$ cat src/rtl/cpu_pkg.sv
// Shared definitions for the 8-bit accumulator CPU: opcodes, control FSM states, ALU ops.
package cpu_pkg;

    localparam int unsigned OPCODE_W = 8;

    localparam logic [OPCODE_W-1:0] OP_NOP      = 8'h00;
    localparam logic [OPCODE_W-1:0] OP_LDAC     = 8'h01;
    localparam logic [OPCODE_W-1:0] OP_STAC     = 8'h02;
    localparam logic [OPCODE_W-1:0] OP_MVAC     = 8'h03;
    localparam logic [OPCODE_W-1:0] OP_MOVR     = 8'h04;
    localparam logic [OPCODE_W-1:0] OP_JUMP     = 8'h05;
    localparam logic [OPCODE_W-1:0] OP_JMPZ     = 8'h06;
    localparam logic [OPCODE_W-1:0] OP_JPNZ     = 8'h07;
    localparam logic [OPCODE_W-1:0] OP_ALU_BASE = 8'h08;

    typedef enum logic [3:0] {
        S_START,
        S_FETCH,
        S_DECODE,
        S_ADDR1,
        S_ADDR2,
        S_LD1,
        S_LD2,
        S_ST1,
        S_JMP,
        S_MVAC,
        S_MOVR,
        S_ALU,
        S_HALT
    } state_e;

    typedef enum logic [2:0] {
        ALU_ADD,
        ALU_SUB,
        ALU_INAC,
        ALU_CLAC,
        ALU_AND,
        ALU_OR,
        ALU_XOR,
        ALU_NOT
    } alu_op_e;

    // ALU group occupies 0x08-0x0F; the low three bits select the operation.
    function automatic logic is_alu_op(input logic [OPCODE_W-1:0] op);
        return op[OPCODE_W-1:3] == OP_ALU_BASE[OPCODE_W-1:3];
    endfunction

endpackage

$ cat src/rtl/control_unit.sv
// Hardwired Moore control FSM for the accumulator CPU; enables and selects decode from state.
module control_unit
    import cpu_pkg::*;
#(
    parameter bit ILLEGAL_HALTS = 1'b0
) (
    input  logic       clk,
    input  logic       reset,
    input  logic [7:0] instructionIn,
    input  logic       ACisZero,
    output logic       writeEnableAC,
    output logic       writeEnableR,
    output logic       writeEnableMem,
    output logic       PCEnable,
    output logic       instructionRegisterEnable,
    output logic       dataRegisterEnable,
    output logic       MSBaddressEnable,
    output logic       LSBaddressEnable,
    output logic       zeroEnable,
    output logic       muxSelectPC,
    output logic       muxSelectZero,
    output logic       muxSelectAddress,
    output logic       muxSelectALUtoAC,
    output logic       muxSelectMEM_or_R_toAC,
    output logic       illegalOpcode
);

    state_e state_q, state_d;
    logic   illegal_q, illegal_d;
    logic   jump_taken;

    always_ff @(posedge clk or posedge reset) begin
        if (reset) begin
            state_q   <= S_START;
            illegal_q <= 1'b0;
        end else begin
            state_q   <= state_d;
            illegal_q <= illegal_d;
        end
    end

    assign illegalOpcode = illegal_q;

    // IR is only reloaded in FETCH, so instructionIn is stable for the whole instruction.
    always_comb begin
        jump_taken = (instructionIn == OP_JUMP)
                   || ((instructionIn == OP_JMPZ) &&  ACisZero)
                   || ((instructionIn == OP_JPNZ) && !ACisZero);
    end

    always_comb begin
        state_d                   = state_q;
        illegal_d                 = illegal_q;
        writeEnableAC             = 1'b0;
        writeEnableR              = 1'b0;
        writeEnableMem            = 1'b0;
        PCEnable                  = 1'b0;
        instructionRegisterEnable = 1'b0;
        dataRegisterEnable        = 1'b0;
        MSBaddressEnable          = 1'b0;
        LSBaddressEnable          = 1'b0;
        zeroEnable                = 1'b0;
        muxSelectPC               = 1'b0;
        muxSelectZero             = 1'b0;
        muxSelectAddress          = 1'b0;
        muxSelectALUtoAC          = 1'b0;
        muxSelectMEM_or_R_toAC    = 1'b0;

        case (state_q)
            S_START: state_d = S_FETCH;
            S_FETCH: begin
                instructionRegisterEnable = 1'b1;
                PCEnable                  = 1'b1;
                state_d                   = S_DECODE;
            end
            S_DECODE: begin
                if (instructionIn == OP_NOP) begin
                    state_d = S_FETCH;
                end else if ((instructionIn == OP_LDAC) || (instructionIn == OP_STAC)
                          || (instructionIn == OP_JUMP) || (instructionIn == OP_JMPZ)
                          || (instructionIn == OP_JPNZ)) begin
                    state_d = S_ADDR1;
                end else if (instructionIn == OP_MVAC) begin
                    state_d = S_MVAC;
                end else if (instructionIn == OP_MOVR) begin
                    state_d = S_MOVR;
                end else if (is_alu_op(instructionIn)) begin
                    state_d = S_ALU;
                end else begin
                    illegal_d = 1'b1;
                    state_d   = ILLEGAL_HALTS ? S_HALT : S_FETCH;
                end
            end
            S_ADDR1: begin
                MSBaddressEnable = 1'b1;
                PCEnable         = 1'b1;
                state_d          = S_ADDR2;
            end
            S_ADDR2: begin
                LSBaddressEnable = 1'b1;
                PCEnable         = 1'b1;
                if (instructionIn == OP_LDAC) begin
                    state_d = S_LD1;
                end else if (instructionIn == OP_STAC) begin
                    state_d = S_ST1;
                end else begin
                    state_d = S_JMP;
                end
            end
            S_LD1: begin
                muxSelectAddress   = 1'b1;
                dataRegisterEnable = 1'b1;
                state_d            = S_LD2;
            end
            S_LD2: begin
                writeEnableAC          = 1'b1;
                muxSelectALUtoAC       = 1'b1;
                muxSelectMEM_or_R_toAC = 1'b1;
                zeroEnable             = 1'b1;
                muxSelectZero          = 1'b1;
                state_d                = S_FETCH;
            end
            S_ST1: begin
                muxSelectAddress = 1'b1;
                writeEnableMem   = 1'b1;
                state_d          = S_FETCH;
            end
            S_JMP: begin
                // Untaken branch leaves PC already past the two operand bytes.
                muxSelectPC = 1'b1;
                PCEnable    = jump_taken;
                state_d     = S_FETCH;
            end
            S_MVAC: begin
                writeEnableR = 1'b1;
                state_d      = S_FETCH;
            end
            S_MOVR: begin
                writeEnableAC    = 1'b1;
                muxSelectALUtoAC = 1'b1;
                zeroEnable       = 1'b1;
                muxSelectZero    = 1'b1;
                state_d          = S_FETCH;
            end
            S_ALU: begin
                writeEnableAC = 1'b1;
                zeroEnable    = 1'b1;
                state_d       = S_FETCH;
            end
            S_HALT:  state_d = S_HALT;
            default: state_d = S_START;
        endcase
    end

endmodule

$ cat config.mk
export PLATFORM = sky130hd
export DESIGN_NAME = control_unit
export DESIGN_NICKNAME = d
export VERILOG_FILES = /design/src/rtl/cpu_pkg.sv /design/src/rtl/control_unit.sv
export SDC_FILE = /design/constraint.sdc
export NUM_CORES = 1
export LEC_CHECK = 0
export CORE_AREA = 3 3 40 42
export DETAILED_ROUTE_END_ITERATION = 10
export DIE_AREA = 0 0 43 45
export GPL_ROUTABILITY_DRIVEN = 0
export PLACE_DENSITY = 0.89
export SLEW_MARGIN = 10
export SYNTH_ARGS = -nofsm -noshare
export SYNTH_HDL_FRONTEND = slang
export SYNTH_SLANG_ARGS = --single-unit
$ cat constraint.sdc
create_clock -name clk -period 3.05 [get_ports clk]
set_input_delay 0.305 -clock clk [delete_from_list [all_inputs] [get_ports clk]]
set_output_delay 0.305 -clock clk [all_outputs]
set_load 0.01 [all_outputs]
==> impl_metrics.tcl <==
set metrics [dict create \
    status "complete, no violations" \
    ys_warn_count 0 \
    syn_nets 77 \
    grt_use_total_pct 14.4 \
    p_per_area_nw_per_um2 657 \
    critPathCaptureType "output port" \
    numCtsBuffers 3 \
    hold_class "input pin to async pin" \
    cts_resized 0 \
    ios 26 \
    slowest_delay_ps 520 \
    postCtsHoldBufs 0 \
    synth-adder-area-share_pct 0 \
    rows 13 \
    clock_skew_ps 4.76 \
    slew_headroom_pct 74.9 \
    synth-simple-area-share_pct 35.8 \
    die_x_um 43 \
    synth_cell_types 32 \
    synth_top_family_by_area "simple AND/OR/NAND/NOR gates" \
    cts.sinks 5 \
    cp_max_fo 5 \
    setup.worst_path.start_class "input pin" \
    core-area_sq_um 1280 \
    whs_ps 247 \
    crit_chain "clkdlybuf4s50_1, nor4_4, nand3b_1, o31ai_1, a22o_1, clkdlybuf4s50_1" \
    dieArea_sq_um 1940 \
    synthTopCellsByArea "dfrtp_1 (24%), nor2_1 (7.8%), buf_6 (6.4%)" \
    antenna_cells 0 \
    antenna_found_initial 0 \
    clk_pin_slew_worst_paths_ps 50 \
    setup_viol 0 \
    cts_tree "done" \
    post-dp-hpwl_mm 1.01 \
    setup_tns_ps 0 \
    worstMarginPinSlew_ps 375 \
    cts_setup_buffers 0 \
    finalCritPeriodShare_pct 80.2 \
    synthMuxAreaShare_pct 0 \
    cp_slowest_cell "clkdlybuf4s50_1" \
    drive_gt1_share_pct 11.4 \
    worstSkewPairLatency_ps 250 \
    rsz0062_at_grt "false" \
    die_height_um 45 \
    synth_compound_area_share_pct 19.2 \
    max_clock_freq_mhz 409 \
    drv_cap 0 \
    grt_pass1_vias 494 \
    path_buf_inv 2 \
    grt_max_degree 12 \
    initial_core_util_pct 41.1 \
    synth-main-ff-cell "dfrtp_1" \
    synth_cells 66 \
    h-tree-depth 1 \
    drtPass1Iterations 4 \
    drtIter0Drc 12 \
    area_growth_pct 43.1 \
    fin_nets 100 \
    portBuffers 25 \
    fin_crit_ps 2450 \
    stdcell_count 103 \
    ys_ff_latch 5 \
    synth_top_area_share_pct 23.7 \
    remaining_drc_errors 0 \
    grt_pass1_wl_mm 2.04 \
    drt-total-wl_mm 1.22 \
    worstSetupPathType "input pin to output port" \
    ant_nets 0 \
    gr-total-overflow 0 \
    place_area_sq_um 729 \
    final_area_sq_um 756 \
    synthArstFlopShare_pct 100 \
    ys_seq_area_share_pct 23.7 \
    regArea_sq_um 125 \
    vias_per_cell 5.40 \
    critPathRequiredTime_ps 2740 \
    vias 556 \
    finalHoldViolations 0 \
    synth_largest_area_cell "dfrtp_1" \
    cp.arrival_ps 2140 \
    leakagePower_nw 0.279 \
    avgSynthCellArea_sq_um 8.00 \
    cp_common_cell "clkdlybuf4s50_1" \
    multi_input_area_sq_um 317 \
    max-vdd-ir-drop_uv 393 \
    cts_buffer_depth 2 \
    wl_per_cell_um 11.8 \
    synth_edf_count 0 \
    slew_violations 0 \
    root_buffer "clkbuf_4" \
    critPathTopFamily "buffers and inverters" \
    dp.cells 99 \
    fin_total_pwr_w 0.000496 \
    synth_area_sq_um 528 \
    synthXorXnorAreaFrac_pct 4.98 \
    fillers 133 \
]
layout make-up:
class                   count  share of cell area, %
multi-input cells          49                   41.9
repair buffers             25                   33.1
flip-flops and latches      5                   16.6
clock buffers               4                   3.48
inverters                   5                   2.48
well taps                  15                   2.48
cells in the final DEF, fill, tap and decap left out, drive strengths merged, types with 3 or more instances in the layout:
master | synthesis | routed
clkbuf | 2 | 4
clkdlybuf4s50 | 0 | 25
nand2b | 3 | 3
nand2 | 7 | 7
inv | 5 | 5
dfrtp | 5 | 5
nor3 | 5 | 5
nor2 | 11 | 11
final timing paths:
kind / depth (start not counted) / startpoint / slack [ps] / to
worst max-delay path: 6 / instructionIn[5] / 600 / PCEnable
worst min-delay path: 2 / reset / 250 / state_q[1]$_DFF_PP0_
worst max register to register: 4 / state_q[0]$_DFF_PP0_ / 1630 / state_q[0]$_DFF_PP0_
worst min register to register: 1 / illegalOpcode$_DFFE_PP0P_ / 480 / illegalOpcode$_DFFE_PP0P_
max in group asynchronous: 2 / reset / 2630 / state_q[3]$_DFF_PP0_
min in group clk: 1 / illegalOpcode$_DFFE_PP0P_ / 480 / illegalOpcode$_DFFE_PP0P_
cell usage after synthesis, types with 2 or more instances:
master	count
dfrtp_1	5
nor2_1	11
buf_6	3
o21bai_1	2
nor3_1	3
nor3_2	2
nand2b_2	2
nand2_1	7
a21oi_1	2
xnor2_1	2
buf_4	2
inv_1	5
cells by family (layout without fill, tap and decap cells):
family / Yosys count / after routing
simple gates: 32 / 32
flops: 5 / 5
buf+inv: 12 / 34
xor+xnor: 3 / 3
compound gates: 14 / 14
through the flow:
stage                     util [%]  setup slack [ps]
after floorplan                  -              1570
after global placement        56.8               608
after detailed placement      56.8               586
after CTS                     58.8               586
after global routing          58.8               398
final                         58.8               604
registers in the layout, indices dropped and copies added (netlist names):
signal / cells
state_q: 4
illegalOpcode: 1
report_power, final:
part           internal, W  switching (W)
logic             0.000150       0.000133
registers        0.0000863      0.0000487
clock network    0.0000496      0.0000288
per-layer routing:
metal | vias up | track usage [%] | share of wire (%)
met5 | - | 0 | 0
met4 | 0 | 3.61 | 0.49
met3 | 2 | 6.37 | 11
met2 | 30 | 24.0 | 49
met1 | 254 | 17.1 | 39
li1 | 270 | - | -
worst reg2reg max path, delay by kind of cell (launching register included):
kind	cells	cell delay (ps)
and+or+nand+nor	2	550
AOI/OAI and AO/OA	2	310
DFF	1	470
(Power assumes the default switching activity.)
==> RTL edit, RTL diff (same flow settings) <==
The parameter `ILLEGAL_HALTS` goes from 1'b0 to 1'b1.
--- a/src/rtl/control_unit.sv
+++ b/src/rtl/control_unit.sv
@@ -2,7 +2,7 @@
 module control_unit
     import cpu_pkg::*;
 #(
-    parameter bit ILLEGAL_HALTS = 1'b0
+    parameter bit ILLEGAL_HALTS = 1'b1
 ) (
     input  logic       clk,
     input  logic       reset,
Function: changed (Yosys sat finds a counterexample within 4 cycles, from zero or initial values and one cycle with reset high).
==> RTL edit against the unedited design <==
Core utilization increased by 0.97 points; sequential cell count unchanged; largest cell class unchanged; worst hold slack better by 0.0035 ns; count of clock-buffer cells in the layout is the same; highest routed layer is now met3; worst setup slack lost 0.036 ns; via count grew 7.6%; combinational power increased by 12%; cell count rose by 4.9%; total power grew 9.1%; final area rose by 1.7%; area after synthesis fell by 1.7%; routed wire length grew 2.5%; first-iteration DRC count rose by 58%.
==> RTL edit: results (changes against the unedited design) <==
| Metric | Value |
|---|---|
| Clock network latency to the later pin of the worst-skew pair | 0.25 ns (about the same) |
| Number of buffers added to fix hold violations after cts | 0 (unchanged) |
| Synthesized instance count | 72 (was 66) |
| Final cell count without fillers | 108 (was 103) |
| Count of input and output buffers | 25 (unchanged) |
| Gate family responsible for the most delay along the worst path | buffers and inverters (unchanged) |
| Critical Path AT | 2.18 ns (was 2.14 ns) |
| Number of global-route vias before repair | 534 (was 494) |
| First-pass GRT wire length | 2.14 mm (was 2.04 mm) |
| Clock edge transition at the registers on the reported setup and hold paths | 0.05 ns (about the same) |
| Post-place setup slack | 0.561 ns (was 0.586 ns) |
| Post-synthesis sequential area ratio | 24.1% (was 23.7%) |
| Longest Clk Path Bufs | 2 (unchanged) |
| Leakage dissipation | 0.000278 uW (was 0.000279 uW) |
| Class of the tightest hold or removal check | in2async (unchanged) |
| Distinct cell type count after synthesis | 31 (was 32) |
| Instance area at placement | 742 um2 (was 729 um2) |
| Placed cells | 104 (was 99) |
| Highest cell delay on the worst timing path | 0.59 ns (was 0.52 ns) |
| Filler Cell Count | 123 (was 133) |
| Detailed Place HPWL | 982 um (was 1.01 mm) |
| Slowest stage cell on the critical path | or4_4 (was clkdlybuf4s50_1) |
| Resized cells post-CTS | 0 (unchanged) |
| Number of clock buffers inserted by TritonCTS | 3 (unchanged) |
| Number of flip-flops in the largest register | 4 (unchanged) |
| Top reg by flops | state_q (unchanged) |
| Fraction of final layout cells sized beyond drive strength 1 | 7.53% (was 11.4%) |
| Total routed wirelength | 1.25 mm (was 1.22 mm) |
| Nets in the synthesized netlist | 83 (was 77) |
| Normalized max-slew margin | 73.4% (was 74.9%) |
| CTS Root Cell | clkbuf_4 (unchanged) |
| Via count | 598 (was 556) |
| Max Fanout on Critical Path | 8 (was 5) |
| Number of antenna violations at the first check in global routing | 0 (unchanged) |
| Pin count of the biggest net entering global routing | 14 (was 12) |
| Most area-consuming cells after synthesis | dfrtp_1 24%, nor2_1 12%, nand2b_1 6.0% (was dfrtp_1 24%, nor2_1 7.8%, buf_6 6.4%) |
| Maximum vdd ir drop | 0.000368 V (was 0.000393 V) |
| GRT Overall Usage | 14.5% (was 14.4%) |
| Violation count after the first detailed-routing iteration | 19 (was 12) |
| Skew final | 0.00590 ns (was 0.00476 ns) |
| List of most frequent post-synthesis cells | 16 x nor2_1, 7 x nand2_1, 5 x dfrtp_1, 5 x nand2b_1 (was 11 x nor2_1, 7 x nand2_1, 5 x dfrtp_1, 5 x inv_1) |
| Maximum level of the CTS H-tree | 1 (unchanged) |
| Result of the run | completed (unchanged) |
==> RTL edit: path summary, 6_finish.rpt <==
path                                       start       endpoint  slack, ns  cells past startpoint
worst max-delay path            instructionIn[5]       PCEnable       0.57                      6
worst min-delay path                       reset  illegalOpcode       0.25                      2
worst max register to register        state_q[2]     state_q[1]       1.45                      4
worst min register to register     illegalOpcode  illegalOpcode       0.46                      1
max in group asynchronous                  reset     state_q[0]       2.63                      2
min in group clk                   illegalOpcode  illegalOpcode       0.46                      1
==> RTL edit: where the power goes <==
part / internal, uW / switching, uW
Clock: 49.5 / 27.8
Sequential: 90.0 / 57.6
Combinational: 167 / 150
Total: 306 / 235
==> RTL edit: cell type report <==
| cell class | instances | area [um2] | area share, % |
|---|---|---|---|
| inverters | 1 | 3.75 | 0.489 |
| clock buffers | 4 | 26.3 | 3.42 |
| multi-input cells | 58 | 344 | 44.8 |
| repair buffers | 25 | 250 | 32.6 |
| flip-flops and latches | 5 | 125 | 16.3 |
| well taps | 15 | 18.8 | 2.44 |
==> RTL edit: per-layer routing <==
layer	track usage (%)	routed length [um]
met1	17.1	494
met2	24.6	633
met3	5.58	121
met4	4.22	0
met5	0	0
==> RTL edit: kinds of logic after synthesis <==
kind of cell           synth area share [%]
flip-flops                             24.1
AND/OR/NAND/NOR                        44.1
AO/OA/AOI/OAI                          16.9
multiplexers                           1.93
buffers and inverters                  9.64
XOR/XNOR                               3.37
==> RTL edit: stage by stage <==
stage / utilization (%) / total power (uW)
2_1_floorplan: - / 332
3_3_place_gp: 57.7 / 459
3_5_place_dp: 57.7 / 464
4_1_cts: 59.8 / 545
5_1_grt: 59.8 / 588
6_report: 59.8 / 541
